<file path="src/rtl/lsu_ctrl.sv">
// lsu_ctrl: load/store unit between the execute stage and the data-memory port.
// Accepts one request at a time, derives byte lanes and lane-aligned store data,
// runs the memory handshake with an optional wait-state timeout and returns
// sign/zero-extended load data or an error response.
//
// Parameters
//   XLEN      datapath width, 32 or 64 (NB = XLEN/8 lanes, OW = log2(NB))
//   ADDR_W    address width
//   MAX_WAIT  max ACCESS cycles without d_ack_i before timing out; 0 = no timeout
//
// Ports
//   clk_i, rst_ni                  clock, async active-low reset
//   req_valid_i / req_ready_o      request handshake (ready only in IDLE)
//   mem_write_i, funct3_i          store/load and RISC-V size/signedness
//   addr_i, wdata_i                byte address, right-justified store data
//   rsp_valid_o, rdata_o           one-cycle response pulse and extended load data
//   err_o, err_cause_o             error flag; 01 misaligned, 10 illegal, 11 timeout
//   d_req_o, d_addr_o, d_we_o,
//   d_wdata_o                      memory request, aligned address, lanes, lane data
//   d_ack_i, d_rdata_i             memory completion and full aligned read word
//
// state  | meaning
// IDLE   | ready for a request; decode and either start an access or flag an error
// ACCESS | d_req_o held high until d_ack_i or the wait counter expires
// RESP   | rsp_valid_o high for one cycle, then back to IDLE
module lsu_ctrl #(
  parameter int XLEN     = 32,
  parameter int ADDR_W   = 32,
  parameter int MAX_WAIT = 16
) (
  input  logic              clk_i,
  input  logic              rst_ni,
  input  logic              req_valid_i,
  output logic              req_ready_o,
  input  logic              mem_write_i,
  input  logic [2:0]        funct3_i,
  input  logic [ADDR_W-1:0] addr_i,
  input  logic [XLEN-1:0]   wdata_i,
  output logic              rsp_valid_o,
  output logic [XLEN-1:0]   rdata_o,
  output logic              err_o,
  output logic [1:0]        err_cause_o,
  output logic              d_req_o,
  output logic [ADDR_W-1:0] d_addr_o,
  output logic [XLEN/8-1:0] d_we_o,
  output logic [XLEN-1:0]   d_wdata_o,
  input  logic              d_ack_i,
  input  logic [XLEN-1:0]   d_rdata_i
);

  localparam int NB     = XLEN / 8;
  localparam int OW     = $clog2(NB);
  localparam int WCNT_W = (MAX_WAIT > 1) ? $clog2(MAX_WAIT) : 1;
  localparam logic [WCNT_W-1:0] WAIT_LOAD = (MAX_WAIT > 0) ? WCNT_W'(MAX_WAIT - 1) : '0;

  localparam logic [1:0] CAUSE_NONE    = 2'b00;
  localparam logic [1:0] CAUSE_MISALGN = 2'b01;
  localparam logic [1:0] CAUSE_ILLEGAL = 2'b10;
  localparam logic [1:0] CAUSE_TIMEOUT = 2'b11;

  typedef enum logic [1:0] {
    S_IDLE,
    S_ACCESS,
    S_RESP
  } state_t;

  state_t            state;
  logic [1:0]        size_q;
  logic              unsigned_q;
  logic              write_q;
  logic [OW-1:0]     off_q;
  logic [WCNT_W-1:0] wait_cnt;

  // request decode, straight from the input ports
  logic [1:0]      req_size;
  logic [OW-1:0]   req_off;
  logic            illegal;
  logic            misaligned;
  logic [NB-1:0]   size_mask;
  logic [NB-1:0]   we_next;
  logic [XLEN-1:0] wdata_next;
  logic            is_xlen32;

  assign req_size  = funct3_i[1:0];
  assign req_off   = addr_i[OW-1:0];
  assign is_xlen32 = (XLEN == 32);

  assign illegal = (req_size == 2'd3 && is_xlen32)
                || (mem_write_i && funct3_i[2])
                || (!mem_write_i && funct3_i == 3'b111)
                || (!mem_write_i && funct3_i == 3'b110 && is_xlen32);

  always_comb begin
    misaligned = 1'b0;
    size_mask  = '0;
    case (req_size)
      2'd0: begin misaligned = 1'b0;                  size_mask = NB'(8'h01); end
      2'd1: begin misaligned = addr_i[0] != 1'b0;     size_mask = NB'(8'h03); end
      2'd2: begin misaligned = addr_i[1:0] != 2'b00;  size_mask = NB'(8'h0F); end
      default: begin misaligned = addr_i[2:0] != 3'b000; size_mask = NB'(8'hFF); end
    endcase
  end

  assign we_next    = size_mask << req_off;
  assign wdata_next = wdata_i << {req_off, 3'b000};

  // load extraction uses the offset/size captured at accept time
  logic [XLEN-1:0] shifted;
  logic [XLEN-1:0] load_ext;

  assign shifted = d_rdata_i >> {off_q, 3'b000};

  always_comb begin
    load_ext = '0;
    case (size_q)
      2'd0: begin
        if (unsigned_q) load_ext[7:0] = shifted[7:0];
        else            load_ext = XLEN'($signed(shifted[7:0]));
      end
      2'd1: begin
        if (unsigned_q) load_ext[15:0] = shifted[15:0];
        else            load_ext = XLEN'($signed(shifted[15:0]));
      end
      2'd2: begin
        if (unsigned_q) load_ext[31:0] = shifted[31:0];
        else            load_ext = XLEN'($signed(shifted[31:0]));
      end
      default: load_ext = shifted;
    endcase
  end

  // ack wins over an expiring counter in the same cycle
  logic timeout;
  assign timeout = (MAX_WAIT > 0) && (wait_cnt == '0);

  always_ff @(posedge clk_i or negedge rst_ni) begin
    if (!rst_ni) begin
      state       <= S_IDLE;
      req_ready_o <= 1'b1;
      rsp_valid_o <= 1'b0;
      rdata_o     <= '0;
      err_o       <= 1'b0;
      err_cause_o <= CAUSE_NONE;
      d_req_o     <= 1'b0;
      d_addr_o    <= '0;
      d_we_o      <= '0;
      d_wdata_o   <= '0;
      size_q      <= '0;
      unsigned_q  <= 1'b0;
      write_q     <= 1'b0;
      off_q       <= '0;
      wait_cnt    <= '0;
    end else begin
      case (state)
        S_IDLE: begin
          if (req_valid_i) begin
            req_ready_o <= 1'b0;
            size_q      <= req_size;
            unsigned_q  <= funct3_i[2];
            write_q     <= mem_write_i;
            off_q       <= req_off;
            if (illegal || misaligned) begin
              state       <= S_RESP;
              rsp_valid_o <= 1'b1;
              err_o       <= 1'b1;
              err_cause_o <= illegal ? CAUSE_ILLEGAL : CAUSE_MISALGN;
              rdata_o     <= '0;
            end else begin
              state     <= S_ACCESS;
              d_req_o   <= 1'b1;
              d_addr_o  <= {addr_i[ADDR_W-1:OW], OW'(0)};
              d_we_o    <= mem_write_i ? we_next : '0;
              d_wdata_o <= mem_write_i ? wdata_next : '0;
              wait_cnt  <= WAIT_LOAD;
            end
          end
        end
        S_ACCESS: begin
          if (d_ack_i) begin
            state       <= S_RESP;
            d_req_o     <= 1'b0;
            rsp_valid_o <= 1'b1;
            err_o       <= 1'b0;
            err_cause_o <= CAUSE_NONE;
            rdata_o     <= write_q ? '0 : load_ext;
          end else if (timeout) begin
            state       <= S_RESP;
            d_req_o     <= 1'b0;
            rsp_valid_o <= 1'b1;
            err_o       <= 1'b1;
            err_cause_o <= CAUSE_TIMEOUT;
            rdata_o     <= '0;
          end else begin
            wait_cnt <= wait_cnt - 1'b1;
          end
        end
        S_RESP: begin
          state       <= S_IDLE;
          req_ready_o <= 1'b1;
          rsp_valid_o <= 1'b0;
          err_o       <= 1'b0;
          err_cause_o <= CAUSE_NONE;
          rdata_o     <= '0;
        end
        default: begin
          state       <= S_IDLE;
          req_ready_o <= 1'b1;
          d_req_o     <= 1'b0;
          rsp_valid_o <= 1'b0;
        end
      endcase
    end
  end

endmodule
</file>
<file path="config.mk">
export PLATFORM = sky130hd
export DESIGN_NAME = lsu_ctrl
export DESIGN_NICKNAME = d
export VERILOG_FILES = /design/src/rtl/lsu_ctrl.sv
export SDC_FILE = /design/constraint.sdc
export NUM_CORES = 1
export LEC_CHECK = 0
export BUFFER_PORTS_ARGS = -buffer_cell sky130_fd_sc_hd__buf_2
export CORE_MARGIN = 1
export CORE_UTILIZATION = 25
export CTS_BUF_LIST = sky130_fd_sc_hd__clkbuf_2
export CTS_CLUSTER_SIZE = 10
export DETAILED_ROUTE_END_ITERATION = 8
export RECOVER_POWER = 25
export SYNTH_ARGS = -nofsm -noshare
export SYNTH_HDL_FRONTEND = slang
export SYNTH_SLANG_ARGS = --single-unit
</file>
<file path="constraint.sdc">
create_clock -name clk_i -period 3.8 [get_ports clk_i]
set_input_delay 0.76 -clock clk_i [delete_from_list [all_inputs] [get_ports clk_i]]
set_output_delay 0.76 -clock clk_i [all_outputs]
set_load 0.05 [all_outputs]
</file>
==> flow_metrics.tcl, run 1 <==
set metrics [dict create \
    outcome "complete, but fails checks" \
    violations "capacitance limit, slew limit" \
    gr-total-overflow 0 \
    hold_viol 0 \
    die_h_um 155 \
    min_period_over_period 0.758 \
    coreArea_um2 22800 \
    cpPeakStageDelay_ns 2.17 \
    grt_pass1_vias 5156 \
    cp_slowest_cell "clkbuf_1" \
    cts_tree "yes" \
    syn_area_um2 5860 \
    synthArstFlopShare 1.00 \
    rsz0062_at_grt "no" \
    ctsHoldBuffers 0 \
    grt.total_usage 0.154 \
    vias 5039 \
    cts_buffer_depth 2 \
    ant_nets 0 \
    drc 0 \
    drt_iter0_drc 244 \
    end_kind "async pin" \
    hold_path_class "primary input to flip-flop" \
    worstSetupPathType "primary input to async pin" \
    post-cts-setup-buffer-count 0 \
    gp_congestion 0.830 \
    power_leakage_nw 3.54 \
    grt_first_pass_wirelength_um 28400 \
    path_max_fanout 55 \
    critPathLaunchType "primary input" \
    final_common_cell "buf_2" \
    seq_area_frac_synth 0.496 \
    yosys_warnings 0 \
    path_delay_family "buffers and inverters" \
    fin_skew_ns 0.0244 \
    ys_types 44 \
    antenna_found_initial 2 \
    netlist_instances 559 \
    swShare 0.521 \
    synth_ff_type "dfrtp_1" \
    slew_viol_final 55 \
    final_nets 858 \
    path_cells "clkbuf_1" \
    place.port_buffers 207 \
    syn_area_per_cell_um2 10.5 \
    max_cap_viol_count 1 \
    r2r_start "state[0]$_DFFE_PN0P_" \
    vias_per_cell 4.67 \
    cts_max_level 4 \
    synth-edff-count 0 \
    clockPowerShare 0.138 \
    rows 55 \
    root_buffer "clkbuf_2" \
    pwr-share-comb 0.540 \
    place_hpwl_um 13000 \
    ios 210 \
    power_density_nw_per_um2 785 \
    tns_ns 0 \
    dr.pass1.iters 5 \
    drt-total-wl_um 18000 \
    relSlewSlack -1.10 \
    power_switching_mw 3.03 \
    internal-power_mw 2.79 \
    fmaxAchievable_ghz 0.347 \
    area_growth_pct 26.5 \
    final_util 0.325 \
    die_x_um 155 \
    hold_start "addr_i[31]" \
    cts_buffers 17 \
    required_ns 3.90 \
    wire_per_inst_um 16.7 \
    final_cell_mix "buf_2, dfrtp_1, nand2_1" \
    postSynthRegisterBits 116 \
    cts.clk_slew.worst_paths_ns 0.19 \
    seqPwrFrac 0.322 \
    grt_max_degree 102 \
    post-route-min-period_ns 2.88 \
    clk-insertion-delay-late_ns 0.66 \
    dieArea_um2 24000 \
    start_util 0.257 \
    cp.arrival_ns 2.98 \
    worstMarginPinSlew_ns 3.15 \
    crit_buf_inv 1 \
    ir_drop_uv 502 \
    crit_start "rst_ni" \
    cts_sinks 116 \
    setup_viol 0 \
    post_cts_resized 0 \
    drive_gt1_frac 0.409 \
]
## final timing paths
path / endpoint / depth (start not counted) / slack [ns]
worst max-delay path: rdata_o[31]$_DFFE_PN0P_ / 1 / 0.92
worst min-delay path: d_addr_o[31]$_DFFE_PN0P_ / 2 / 0.31
worst max register to register: rdata_o[12]$_DFFE_PN0P_ / 7 / 0.96
worst min register to register: d_wdata_o[10]$_DFFE_PN0P_ / 2 / 0.50
max in group clk_i: rdata_o[12]$_DFFE_PN0P_ / 7 / 0.96
min in group asynchronous: rdata_o[3]$_DFFE_PN0P_ / 1 / 1.10
## synthesized netlist by cell type (all sizes together), types with 2 or more instances
cell type  instances  area (um2)
a211o              8        70.1
o211ai             9        67.6
mux2i             33         330
ha                 4        50.1
nand3b             2        15.0
o31ai             33         258
a21oi             15        75.1
mux2              56         631
o32a               3        30.0
nor3               2        10.0
a221oi            10        93.8
o21ba              2        20.0
o21ai             70         350
a211oi             2        15.0
nand2             85         322
clkbuf            30         113
nor2b              2        12.5
nor2              18        67.6
buf               18         108
nand2b             2        12.5
inv                7        26.3
o2bb2ai           16         140
nor3b              2        15.0
dfrtp            115        2880
## power by group through the flow
stage	registers (mW)	logic, mW	clock network, mW
after global placement	1.89	3.15	0
after global routing	1.93	3.37	0.897
after CTS	1.88	3.17	0.850
after floorplan	3.06	1.18	0
after detailed placement	1.90	3.17	0
final	1.87	3.14	0.802
## worst register-to-register path: cells and delay by family, from the launching register on
kind	cells	cell delay [ns]
and+or+nand+nor	2	0.72
AOI/OAI and AO/OA	2	0.71
DFF	1	0.45
adders and majority gates	1	0.44
buffers and inverters	2	0.40
## area by class of cell
| cell class | count | area [um2] |
|---|---|---|
| Fill cell | 2397 | 15400 |
| Sequential cell | 116 | 2900 |
| Multi-Input combinational cell | 389 | 2720 |
| Timing Repair Buffer | 219 | 1140 |
| Tap cell | 313 | 392 |
| Clock inverter | 15 | 140 |
| Clock buffer | 17 | 85.1 |
| Inverter | 7 | 26.3 |
| Antenna cell | 2 | 5.00 |
## cell families after synthesis
logic type | count (synthesis) | synth area share
compound gates | 175 | 0.201
fa+ha+maj | 4 | 0.00855
buf+inv | 55 | 0.0421
flops | 116 | 0.496
mux | 90 | 0.168
other cells | 1 | 0.000640
simple gates | 118 | 0.0842
## registers in the layout (all words and copies together), names as in the netlist
name / flops
d_wdata_o: 32
wait_cnt: 4
d_addr_o: 30
write_q: 1
off_q: 2
rsp_valid_o: 1
d_req_o: 1
rdata_o: 32
state: 2
err_cause_o: 2
size_q: 2
d_we_o: 4
req_ready_o: 1
unsigned_q: 1
err_o: 1
## per-layer routing
metal	global-route usage	routed length (um)	up-vias	share of wire
li1	-	-	2406	-
met1	0.190	7590	2399	0.42
met2	0.257	8690	223	0.48
met3	0.0496	1460	11	0.081
met4	0.0424	215	0	0.012
met5	0	0	-	0
## metrics by stage
step	std cells	instance area [um2]	power [mW]	setup WS (ns)	hold WS (ns)
detailed placement	1044	7180	5.07	0.922	0.463
global placement	1044	7180	5.04	1.02	0.458
global route	1077	7410	6.20	0.471	0.182
finish	1078	7410	5.82	0.921	0.314
CTS	1076	7410	5.90	0.931	0.0661
floorplan	560	5860	4.24	1.59	0.464
(Power assumes the default switching activity.)
==> inputs of run 2 (changes only) <==
==> constraint.sdc (replaced) <==
create_clock -name clk_i -period 2.4 [get_ports clk_i]
set_input_delay 0.48 -clock clk_i [delete_from_list [all_inputs] [get_ports clk_i]]
set_output_delay 0.48 -clock clk_i [all_outputs]
set_load 0.05 [all_outputs]
==> run 2 against run 1 <==
Routed wire length rose by 4.5%. Worst hold slack got worse by 0.18 ns. Non-clock buffer count is 56 higher. Critical path depth is 5 higher. The flow now finishes without violations. Largest power group unchanged. Sequential cell count stayed put. Via count rose by 4.4%. Global-route usage is 0.45 points higher. Final cell count is 4.9% higher. Die area unchanged.
==> flow_metrics.tcl, run 2 (same netlist as run 1, synthesis figures left out) <==
set metrics [dict create \
    outcome "finished clean" \
    tns_ns 0 \
    vias_per_cell 4.65 \
    dp_slack_ns 0.165 \
    place_hpwl_um 13200 \
    final_common_cell "buf_2" \
    reg_top3 "d_wdata_o (32), rdata_o (32), d_addr_o (30)" \
    place.port_buffers 207 \
    setup_viol 0 \
    hold_depth 2 \
    power.total_mw 9.55 \
    ant_nets 0 \
    clk-insertion-delay-late_ns 0.68 \
    path_cells "dlygate4sd3_1 -> buf_2 -> a221oi_2 -> o21ai_0 -> a21oi_1 -> mux2_2" \
    worstSetupPathType "primary input to flip-flop" \
    drt_iter0_drc 249 \
    power_leakage_nw 3.80 \
    drive_gt1_frac 0.400 \
    cpPeakStageDelay_ns 0.54 \
    cts_sinks 116 \
    ir_drop_uv 861 \
    grt.total_usage 0.158 \
    hold_path_class "primary input to flip-flop" \
    coreArea_um2 22800 \
    cts_max_level 4 \
    max_cap_viol_count 0 \
    area_growth_pct 35.7 \
    grt_pass1_vias 5185 \
    gr-total-overflow 0 \
    worstMarginPinSlew_ns 1.11 \
    cts.clk_slew.worst_paths_ns 0.20 \
    required_ns 2.97 \
    post_cts_resized 0 \
    final_nets 914 \
    min_period_over_period 0.862 \
    cp_slowest_cell "dlygate4sd3_1" \
    wire_per_inst_um 16.6 \
    die_x_um 155 \
    fmaxAchievable_ghz 0.483 \
    dieArea_um2 24000 \
    post-route-min-period_ns 2.07 \
    end_kind "flip-flop" \
    hold_viol 0 \
    vias 5262 \
    drt-total-wl_um 18800 \
    path_delay_family "compound AO/OA/AOI/OAI gates" \
    crit_buf_inv 2 \
    fin_ws_ns 0.330 \
    cts_buffers 17 \
    ios 210 \
    r2r_end "wait_cnt[1]$_DFFE_PN0P_" \
    antenna_found_initial 3 \
    grt_max_degree 102 \
    fin_hold_ws_ns 0.135 \
    power_density_nw_per_um2 1200 \
    cts_buffer_depth 2 \
    hold_start "funct3_i[0]" \
    reg2regPathDepth 6 \
    fin_skew_ns 0.0446 \
    ctsHoldBuffers 40 \
    grt_first_pass_wirelength_um 29000 \
    die_h_um 155 \
    path_max_fanout 6 \
    root_buffer "clkbuf_2" \
    post-cts-setup-buffer-count 0 \
    gp_congestion 0.809 \
    drc 0 \
    rsz0062_at_grt "no" \
    critPathLaunchType "primary input" \
    cp.arrival_ns 2.64 \
    rows 55 \
    r2r_start "state[1]$_DFFE_PN0P_" \
    relSlewSlack 0.262 \
    dr.pass1.iters 4 \
    hold_end "size_q[0]$_DFFE_PN0P_" \
    start_util 0.257 \
    r2r_setup_slack_ns 0.34 \
    final_cell_mix "buf_2, dfrtp_1, nand2_1" \
    slew_viol_final 0 \
    cts_tree "yes" \
]
-- run 2: stage by stage --
stage	cell area [um2]	utilization	instances
after detailed placement	7320	0.321	1060
final	7950	0.349	1131
after global routing	7950	0.349	1131
after floorplan	5860	-	560
after global placement	7320	0.321	1060
after CTS	7970	0.350	1130
-- run 2: routing by layer --
| layer | global-route usage | wire length (um) | up-vias |
|---|---|---|---|
| met5 | 0 | 13 | - |
| li1 | - | - | 2518 |
| met2 | 0.267 | 9090 | 214 |
| met4 | 0.0420 | 224 | 2 |
| met1 | 0.194 | 8040 | 2513 |
| met3 | 0.0507 | 1400 | 15 |
-- run 2: layout make-up --
type                    count  area (um2)
well taps                 313         392
repair buffers            275        1650
multi-input cells         389        2720
clock buffers              18        90.1
fillers                  2334       14800
diodes                      1        2.50
clock inverters            12         164
flip-flops and latches    116        2900
inverters                   7        26.3
-- run 2: how the worst max path moves through the flow --
stage               cells past startpoint  slack [ns]                        end               startpoint
floorplan                               8        0.36    rdata_o[19]$_DFFE_PN0P_     state[0]$_DFFE_PN0P_
global placement                        5        0.23    wait_cnt[0]$_DFFE_PN0P_              funct3_i[0]
detailed placement                      5        0.16    wait_cnt[0]$_DFFE_PN0P_              funct3_i[0]
CTS                                     1        0.31                req_ready_o  req_ready_o$_DFFE_PN1P_
global route                            3        0.09  d_wdata_o[15]$_DFFE_PN0P_                   rst_ni
finish                                  6        0.33    wait_cnt[1]$_DFFE_PN0P_              funct3_i[2]
-- run 2: where the power goes --
| group | switching, mW | internal [mW] | total [mW] |
|---|---|---|---|
| combinational | 3.69 | 1.49 | 5.17 |
| clock | 0.788 | 0.665 | 1.45 |
| sequential | 0.354 | 2.57 | 2.92 |
| total | 4.83 | 4.72 | 9.55 |
-- run 2: worst register-to-register path, delay by kind of cell (launching register included) --
kind	cells	cell delay, ns
AO/OA/AOI/OAI	2	0.59
adder cells (fa/ha/maj)	1	0.31
buffers and inverters	1	0.07
flip-flops	1	0.42
multiplexers	1	0.35
AND/OR/NAND/NOR	1	0.22
==> inputs of run 3 (changes only) <==
--- a/config.mk
+++ b/config.mk
@@ -6,7 +6,7 @@
 export NUM_CORES = 1
 export LEC_CHECK = 0
 export BUFFER_PORTS_ARGS = -buffer_cell sky130_fd_sc_hd__buf_2
-export CORE_MARGIN = 1
+export CORE_MARGIN = 3
 export CORE_UTILIZATION = 25
 export CTS_BUF_LIST = sky130_fd_sc_hd__clkbuf_2
 export CTS_CLUSTER_SIZE = 10
==> run 3 against run 2 <==
Register-to-register slack got worse by 0.15 ns. Largest power group unchanged. Sequential power about the same. Via count increased by 0.25%. Fmax decreased by 6.4%. Worst hold slack improved by 0.020 ns. Routed wire length increased by 3.5%. Sequential cell count unchanged. The flow now finishes with violations (capacitance limit, slew limit). Global-route usage decreased by 0.46 points. Die area increased by 5.2%. Largest cell class unchanged. First-iteration DRC count increased by 5.2%. Combinational power about the same. Cell area increased by 0.31%.
==> flow_metrics.tcl, run 3 (same netlist as run 1, synthesis figures left out) <==
set metrics [dict create \
    max_cap_viol_count 1 \
    reg_top3 "d_wdata_o (32), rdata_o (32), d_addr_o (30)" \
    final_common_cell "buf_2" \
    required_ns 2.97 \
    wire_per_inst_um 17.2 \
    clk-insertion-delay-late_ns 0.67 \
    path_max_fanout 20 \
    post-cts-setup-buffer-count 0 \
    ios 210 \
    critPathLaunchType "flip-flop" \
    gr-total-overflow 0 \
    cts_buffer_depth 2 \
    worstSetupPathType "flip-flop to flip-flop" \
    slew_viol_final 28 \
    die_h_um 159 \
    coreArea_um2 22800 \
    root_buffer "clkbuf_2" \
    tns_ns 0 \
    final_nets 913 \
    setup_viol 0 \
    hold_viol 0 \
    antenna_found_initial 1 \
    ant_nets 0 \
    end_kind "flip-flop" \
    vias 5275 \
    cts.clk_slew.worst_paths_ns 0.21 \
    cts_buffers 17 \
    power_density_nw_per_um2 1190 \
    die_x_um 159 \
    relSlewSlack -0.157 \
    final_cell_mix "buf_2, dfrtp_1, nand2_1" \
    cts_sinks 116 \
    drt_iter0_drc 262 \
    grt.total_usage 0.154 \
    outcome "complete, but fails checks" \
    gp_congestion 0.833 \
    place_hpwl_um 14100 \
    cts_max_level 4 \
    min_period_over_period 0.921 \
    hold_path_class "primary input to flip-flop" \
    rows 55 \
    fin_ws_ns 0.189 \
    dp_slack_ns 0.121 \
    cts_tree "yes" \
    power_leakage_nw 3.81 \
    num_antenna_cells 0 \
    drive_gt1_frac 0.403 \
    dieArea_um2 25300 \
    violations "capacitance limit, slew limit" \
    place.port_buffers 207 \
    ir_drop_uv 834 \
    fin_hold_ws_ns 0.155 \
    fin_skew_ns 0.0358 \
    start_util 0.256 \
    cp.arrival_ns 2.78 \
    vias_per_cell 4.66 \
    rsz0062_at_grt "no" \
    final_cells 1131 \
    worstMarginPinSlew_ns 1.73 \
    drt-total-wl_um 19400 \
    dp.cells 1059 \
    post-route-min-period_ns 2.21 \
    grt_pass1_vias 5359 \
    grt_first_pass_wirelength_um 31000 \
    grt_max_degree 52 \
    area_growth_pct 36.1 \
    dr.pass1.iters 4 \
    fmaxAchievable_ghz 0.452 \
    drc 0 \
]
run 3: changes by cell type in the layout (fill, tap and decap cells not counted), sizes merged:
cell and change:
buf +1, bufinv -1, diode -1, clkbuf -1, clkinv +1, inv +1
run 3: report_power, final:
| group | switching (mW) | internal, mW | leakage, nW |
|---|---|---|---|
| sequential | 0.387 | 2.57 | 1.49 |
| combinational | 3.65 | 1.49 | 2.17 |
| clock | 0.836 | 0.588 | 0.153 |
run 3: final cells by class:
| class | count | area (um2) |
|---|---|---|
| clock buffer | 19 | 95.1 |
| clock inverter | 13 | 159 |
| fill | 2387 | 14900 |
| inverter | 7 | 26.3 |
| multi-input combinational | 389 | 2730 |
| sequential | 116 | 2900 |
| tap | 313 | 392 |
| timing repair buffer | 274 | 1670 |
run 3: worst paths after layout:
kind | from | slack, ns | endpoint | cells past startpoint
max in group asynchronous | rst_ni | 0.41 | d_addr_o[30]$_DFFE_PN0P_ | 3
worst min-delay path | funct3_i[0] | 0.16 | size_q[0]$_DFFE_PN0P_ | 2
min in group asynchronous | rst_ni | 0.77 | rsp_valid_o$_DFFE_PN0P_ | 2
worst max register to register | state[0]$_DFFE_PN0P_ | 0.19 | rdata_o[21]$_DFFE_PN0P_ | 7
worst max-delay path | state[0]$_DFFE_PN0P_ | 0.19 | rdata_o[21]$_DFFE_PN0P_ | 7
worst min register to register | d_wdata_o[23]$_DFFE_PN0P_ | 0.50 | d_wdata_o[23]$_DFFE_PN0P_ | 2
run 3: repair_timing:
item,4_1_cts,5_1_grt
resized for setup,0,0
hold buffers,39,1
endpoints found under the hold margin,63,1
run 3: worst max-delay path, stage by stage (launching register included):
cell     delay, ns
dfrtp_1       0.46
inv_1         0.10
ha_1          0.19
nand2_2       0.15
o32a_1        0.42
or2_1         0.27
buf_4         0.23
o31ai_1       0.28
run 3: metrics by stage:
stage | power [mW] | instance area [um2] | utilization
5_1_grt | 10.1 | 7970 | 0.349
6_report | 9.52 | 7970 | 0.349
4_1_cts | 9.61 | 7970 | 0.349
2_1_floorplan | 6.71 | 5860 | -
3_5_place_dp | 8.11 | 7330 | 0.321
3_3_place_gp | 8.07 | 7330 | 0.321
run 3: per-layer routing:
layer / vias up / routed length [um] / track usage
met5: - / 13 / 0
met3: 11 / 1330 / 0.0476
met2: 205 / 9430 / 0.257
met4: 2 / 138 / 0.0306
li1: 2519 / - / -
met1: 2538 / 8520 / 0.198
